--- config.mk ---
export PLATFORM = sky130hd
export DESIGN_NAME = sram_controller
export DESIGN_NICKNAME = d
export VERILOG_FILES = /design/src/rtl/sram_controller.sv
export SDC_FILE = /design/constraint.sdc
export NUM_CORES = 1
export LEC_CHECK = 0
export CELL_PAD_IN_SITES_DETAIL_PLACEMENT = 1
export CELL_PAD_IN_SITES_GLOBAL_PLACEMENT = 1
export CORE_MARGIN = 3
export CORE_UTILIZATION = 37
export DETAILED_ROUTE_END_ITERATION = 12
export GPL_TIMING_DRIVEN = 0
export MAX_ROUTING_LAYER = met4
export PLACE_DENSITY = 0.83
export SETUP_SLACK_MARGIN = 0.1
export SLEW_MARGIN = 25
export SYNTH_ARGS = -nofsm -noshare
export SYNTH_HDL_FRONTEND = slang
export SYNTH_SLANG_ARGS = --single-unit
--- constraint.sdc ---
create_clock -name clk -period 3.9 [get_ports clk]
set_clock_uncertainty 0.15 [all_clocks]
set_input_delay 0.39 -clock clk [delete_from_list [all_inputs] [get_ports clk]]
set_output_delay 0.39 -clock clk [all_outputs]
set_load 0.02 [all_outputs]
--- src/rtl/sram_controller.sv ---
// Bridges a 32-bit load/store port onto a 16-bit asynchronous SRAM as two half-word accesses.
// Latency 3+WAIT_CYCLES cycles from request. ready stays low until DONE so the pipeline stalls.
module sram_controller #(
  parameter int BASE_ADDR   = 1024,
  parameter int WAIT_CYCLES = 3
) (
  input  logic        clk,
  input  logic        rst,
  input  logic        rd_en,
  input  logic        wr_en,
  input  logic [31:0] address,
  input  logic [31:0] write_data,
  output logic [31:0] read_data,
  output logic        ready,
  output logic [17:0] SRAM_ADDR,
  output logic [15:0] SRAM_DQ_out,
  input  logic [15:0] SRAM_DQ_in,
  output logic        SRAM_DQ_oe,
  output logic        SRAM_WE_N,
  output logic        SRAM_OE_N
);

  localparam logic [2:0] IDLE   = 3'd0;
  localparam logic [2:0] ACC_LO = 3'd1;
  localparam logic [2:0] ACC_HI = 3'd2;
  localparam logic [2:0] WAIT   = 3'd3;
  localparam logic [2:0] DONE   = 3'd4;

  localparam logic [3:0] WAIT_LD = 4'(WAIT_CYCLES);

  logic [2:0]  state;
  logic [3:0]  wait_cnt;
  logic [16:0] lat_word;
  logic [31:0] lat_data;
  logic        lat_wr;
  logic        req;
  logic [31:0] addr_off;
  logic        unused_addr_bits;

  assign req      = rd_en | wr_en;
  assign addr_off = address - 32'(BASE_ADDR);
  // Only word-index bits 18:2 reach the 18-bit half-word bus.
  assign unused_addr_bits = ^{addr_off[31:19], addr_off[1:0]};

  always_ff @(posedge clk or negedge rst) begin
    if (!rst) begin
      state     <= IDLE;
      wait_cnt  <= '0;
      lat_word  <= '0;
      lat_data  <= '0;
      lat_wr    <= 1'b0;
      read_data <= '0;
    end else begin
      case (state)
        IDLE: begin
          if (req) begin
            state    <= ACC_LO;
            lat_word <= addr_off[18:2];
            lat_data <= write_data;
            lat_wr   <= wr_en;
          end
        end
        ACC_LO: begin
          state <= ACC_HI;
          if (!lat_wr) read_data[15:0] <= SRAM_DQ_in;
        end
        ACC_HI: begin
          if (!lat_wr) read_data[31:16] <= SRAM_DQ_in;
          wait_cnt <= WAIT_LD;
          state    <= (WAIT_CYCLES > 0) ? WAIT : DONE;
        end
        WAIT: begin
          wait_cnt <= wait_cnt - 4'd1;
          if (wait_cnt <= 4'd1) state <= DONE;
        end
        DONE:    state <= IDLE;
        default: state <= IDLE;
      endcase
    end
  end

  always_comb begin
    SRAM_ADDR   = '0;
    SRAM_DQ_out = '0;
    SRAM_DQ_oe  = 1'b0;
    SRAM_WE_N   = 1'b1;
    SRAM_OE_N   = 1'b1;
    if (state == ACC_LO || state == ACC_HI) begin
      SRAM_ADDR  = {lat_word, state == ACC_HI};
      SRAM_WE_N  = ~lat_wr;
      SRAM_OE_N  = lat_wr;
      SRAM_DQ_oe = lat_wr;
      if (lat_wr) SRAM_DQ_out = (state == ACC_HI) ? lat_data[31:16] : lat_data[15:0];
    end
  end

  assign ready = ~req | (state == DONE);

endmodule

[Word level (Yosys, flattened, before mapping)]
Index checks and enable logic that the tools add are counted.
Storage, ports and cells
  output and inout bits: 70
  register bits after elaboration: 89
  input bits: 84
Operators by class
  $lt $le $gt $ge: 1
  reduce and logical (&&, ||, !) cells: 7
  equality and inequality tests: 6
  bitwise operators: 4
  muxes and demuxes: 11
  add/subtract/negate cells: 2
Operators with widths (count)
  16-bit two-way mux: 3
  19-bit by 11-bit subtractor with 19-bit output, second input constant: 1
  18-bit two-way mux: 1
  3-bit case mux with 4 select lines: 1
  4-bit case mux with 2 select lines: 1
  2-bit AND reduction: 4
  3-bit by 2-bit equality test with 1-bit output, second input constant: 2
  3-bit two-way mux: 2
  4-bit by 1-bit <= comparator with 1-bit output, second input constant: 1
  2-bit != test, second input constant: 2
  4-bit by 1-bit subtractor with 4-bit output, second input constant: 1
  3-bit by 1-bit equality test with 1-bit output, second input constant: 1
  3-bit equality test, second input constant: 1
  3-bit zero test: 1
  1-bit two-way mux: 3
  1-bit inverter: 2
  1-bit OR: 2
  2-bit nonzero test: 1
  1-bit logical OR: 1

[Depth between registers and ports, before layout]
  depth after elaboration: 4
  gate-level depth with buffers: 7
  gate-level depth less buffers: 5

[Worst setup path before layout]
No wires, ideal clock.
  path kind: flip-flop to output port
  start: reg state[1]
  end: out SRAM_DQ_out[10]
  required time: 3.360 ns
  stages on the path, launching flop included: 7
  path slack: 1.527 ns
  arrival time: 1.833 ns
  cells stage by stage: dfrtp_1 buf_6 xor2_4 and3_1 clkinv_1 buf_2 a21oi_1
Between the ends
  longest elaborated chain between the ends: 4
  elaborated cells on any way between the ends: 6
  classes of those cells: 2 x eq/ne; 3 x mux; 1 x reduce/logical
RTL lines
  start: declaration: line 31  | logic [2:0] state;
  start signal: assignment: line 70  | state <= (WAIT_CYCLES > 0) ? WAIT : DONE;
  3-bit by 2-bit equality test with 1-bit output: line 88, 93
  16-bit two-way mux (2 in a row): line 93  | if (lat_wr) SRAM_DQ_out = (state == ACC_HI) ? lat_data[31:16] : lat_data[15:0];
  16-bit two-way mux *: line 88  | if (state == ACC_LO || state == ACC_HI) begin
  end: declaration: line 16  | output logic [15:0] SRAM_DQ_out,
Mark *: on every way between the ends. The rest lies on a longest branch, timed or not.

[Final worst setup path]
  start: reg state[1]
  end: out SRAM_DQ_out[6]
Same word-level chain as after synthesis.

==> results by group <==
STA
  • Final setup violation count: 0
  • F_max: around 0.3 GHz
  • Hold_ws: about 0.32 ns
  • Least-Margin Pin Slew: between 0.6 and 0.7 ns
  • Minimum clock period: between 3 and 4 ns
  • RSZ-0062 raised after global routing: false
  • Sum Neg Setup Slack: 0 ns
  • Relative slew slack: a little under three fifths
  • Final Hold Fails: 0
  • Crit share post-route: a little over four fifths
  • Fin. max-slew vios: 0

Routing
  • Avg Vias per Cell: approximately 5.0
  • DRC: 0
  • Final WL: 11.07 mm
  • Routed WL per cell: 17.99 um
  • Detail Route Antenna Nets: 0
  • Drt first pass iters: 6
  • Via count: slightly above 3000
  • DR iter-0 viols: between 100 and 150

Final layout
  • Nets: 561
  • Fill cells: 1100
  • Share of layout cells above drive strength 1: about a fifth
  • # diodes: 0
  • Register area: about 2200 sq um
  • Area of the multi-input gates: roughly 1600 sq um
  • Synth-to-Final Area Change: 44.34%
  • Final core utilization: a little under three fifths
  • Final non-filler cell total: between 600 and 700

Die
  • Initial Util: between 30% and 40%
  • Full die area: ~12000 sq um
  • Die Height: 110.7 um
  • Rows: 37
  • Die width: between 100 and 150 um
  • Io pins: between 150 and 200
  • Core Region: about 11000 sq um

Placement
  • Placed cells: ~600
  • DP Wirelength: a little over 8 mm
  • GP Congestion: 0.8177
  • IO Port Bufs: around 140

Clock network
  • Root buf cell: clkbuf_8
  • Post-CTS resize count: 0
  • CTS Buffer Depth: 2
  • Clock Latency Late Sink: 0.36 ns
  • CTS clk-pin slew, worst paths: around 0.10 ns
  • H-tree levels: 3
  • Clock sinks: a little under 90
  • CTS tree: built
  • Cts bufs inserted: 9
  • Post-CTS Repair Setup Buffers: 0
  • # hold bufs at CTS: 1

Outcome
  • Status: finished clean

Flow run
  • Max Cap Violations: 0

Power
  • PD cells: 862.8 nW/um^2
  • Peak supply drop: around 0.40 mV
  • Pleak: between 2 and 2.5 nW

Setup path
  • Crit path launch: state[1]
  • CP Data Arrival Time: between 2 and 3 ns
  • Worst r2r src: state[0]
  • Worst Path Buf+Inv: 4
  • Slowest-stage cell, CP: clkdlybuf4s50_1
  • CP delay by family, top: buffers and inverters
  • Crit path kind: flip-flop to output port
  • Crit-path cells: buf_6 -> xor2_4 -> and3_1 -> clkinv_1 -> buf_2 -> a21oi_1 -> clkdlybuf4s50_1
  • CP endpoint kind: output port
  • Req. time, crit path: 3.36 ns
  • Critical path startpoint category: flip-flop
  • Reg2reg path depth: 5
  • Crit Path Max Fanout: 10
  • Reg2reg setup slack: 1.81 ns
  • CP Depth: 7
  • Slowest cell delay on critical path: about 0.62 ns

Yosys
  • Mapped Area: 4055 sq um
  • Seq/Total Area, Yosys: a little over half
  • Primary FF master, synth: dfrtp_1
  • Syn nets: 410
  • Flop and latch count out of synthesis: between 80 and 90
  • Syn_area_per_cell: 12.55 sq um
  • Most common library cells after synthesis: 89 x dfrtp_1, 61 x mux2_2, 35 x nand2_1
  • Top post-synthesis cells by area: dfrtp_1 55%, mux2_2 17%, mux2_1 3.6%, a21oi_1 3.3%, nand2_1 3.2%
  • Post-synthesis cell type count: 43
  • Share of flip-flops with an asynchronous set or reset: between 90% and 100%
  • Cell count after synthesis: about 320
  • Most common cell in the netlist: dfrtp_1
  • Post-synth top area share: 54.92%
  • Post-synth top area cell: dfrtp_1
  • Synth warnings: 0
  • EDFF count, synth: 0

Global routing
  • GRT overflow: 0
  • First-pass GRT wire length: about 18 mm
  • Pin count of the biggest net entering global routing: 62
  • Number of global-route vias before repair: ~3400
  • Antenna violations before repair: 0
  • GRT Util Overall: a little under a fifth

Min path
  • Hold/Removal Path Class: input pin to asynchronous set/reset pin
-- layer usage --
layer | GRT usage, % | vias to the layer above | wire length (um)
met1 | 22.85 | 1547 | 4739
met4 | 5.337 | 0 | 157
li1 | - | 1449 | -
met5 | - | - | 0
met2 | 32.00 | 68 | 5729
met3 | 3.930 | 12 | 439
-- cell usage in the layout, fill, tap and decap left out, types with 2 or more instances in the layout --
master           instances
clkbuf_8                 9
dfrtp_1                 89
inv_2                    2
nand2_1                 35
o41ai_1                  3
buf_4                    3
nand3b_1                 2
a31oi_1                  5
mux2_1                  13
nor3_1                   3
clkbuf_1                 5
o31ai_1                  3
nor2_1                   6
o21ai_0                  3
or4_1                    2
inv_6                    4
xnor2_1                  3
inv_1                    6
mux2_2                  61
buf_2                    2
ha_1                     3
buf_6                    8
clkdlybuf4s50_1        137
and3_1                  19
a21oi_1                 27
-- metrics by stage --
step	area, sq um	setup slack, ns	power (mW)
global route	5853	0.3867	5.381
finish	5853	0.6022	5.050
floorplan	4055	1.527	3.194
detailed placement	5635	1.002	4.426
CTS	5853	0.5713	5.129
global placement	5607	-0.9696	4.317
-- power by group --
group | switching (mW) | internal, mW | total [mW] | leakage, nW
sequential | 0.256 | 1.39 | 1.65 | 1.04
combinational | 1.35 | 1.37 | 2.72 | 1.28
clock | 0.367 | 0.310 | 0.677 | 0.103
-- path summary, 6_finish.rpt --
kind / to
max: SRAM_DQ_out[6]
min: read_data[4]
max reg2reg: read_data[2]
min reg2reg: lat_data[29]
max in group asynchronous: lat_data[24]
min in group clk: lat_data[29]
-- cell type report --
| type | count | share of cell area [%] |
|---|---|---|
| multi-input cells | 207 | 28.17 |
| well taps | 136 | 2.907 |
| repair buffers | 140 | 24.26 |
| inverters | 9 | 0.5772 |
| clock buffers | 9 | 2.116 |
| plain buffers | 18 | 2.480 |
| clock inverters | 7 | 1.432 |
| flip-flops and latches | 89 | 38.05 |
-- cells by family (layout without fill, tap and decap cells) --
logic type / count (synthesis) / after routing / synth area share [%]
compound gates: 45 / 45 / 6.603
fa+ha+maj: 3 / 3 / 0.9257
mux: 74 / 74 / 20.55
flops: 89 / 89 / 54.92
simple gates: 80 / 80 / 11.05
xor+xnor: 5 / 5 / 1.543
buf+inv: 27 / 183 / 4.412
-- registers in the layout (all words and copies together) (netlist names) --
name	flops
state	3
lat_word	17
read_data	32
lat_wr	1
wait_cnt	4
lat_data	32
Power figures use the tool's default switching activity.
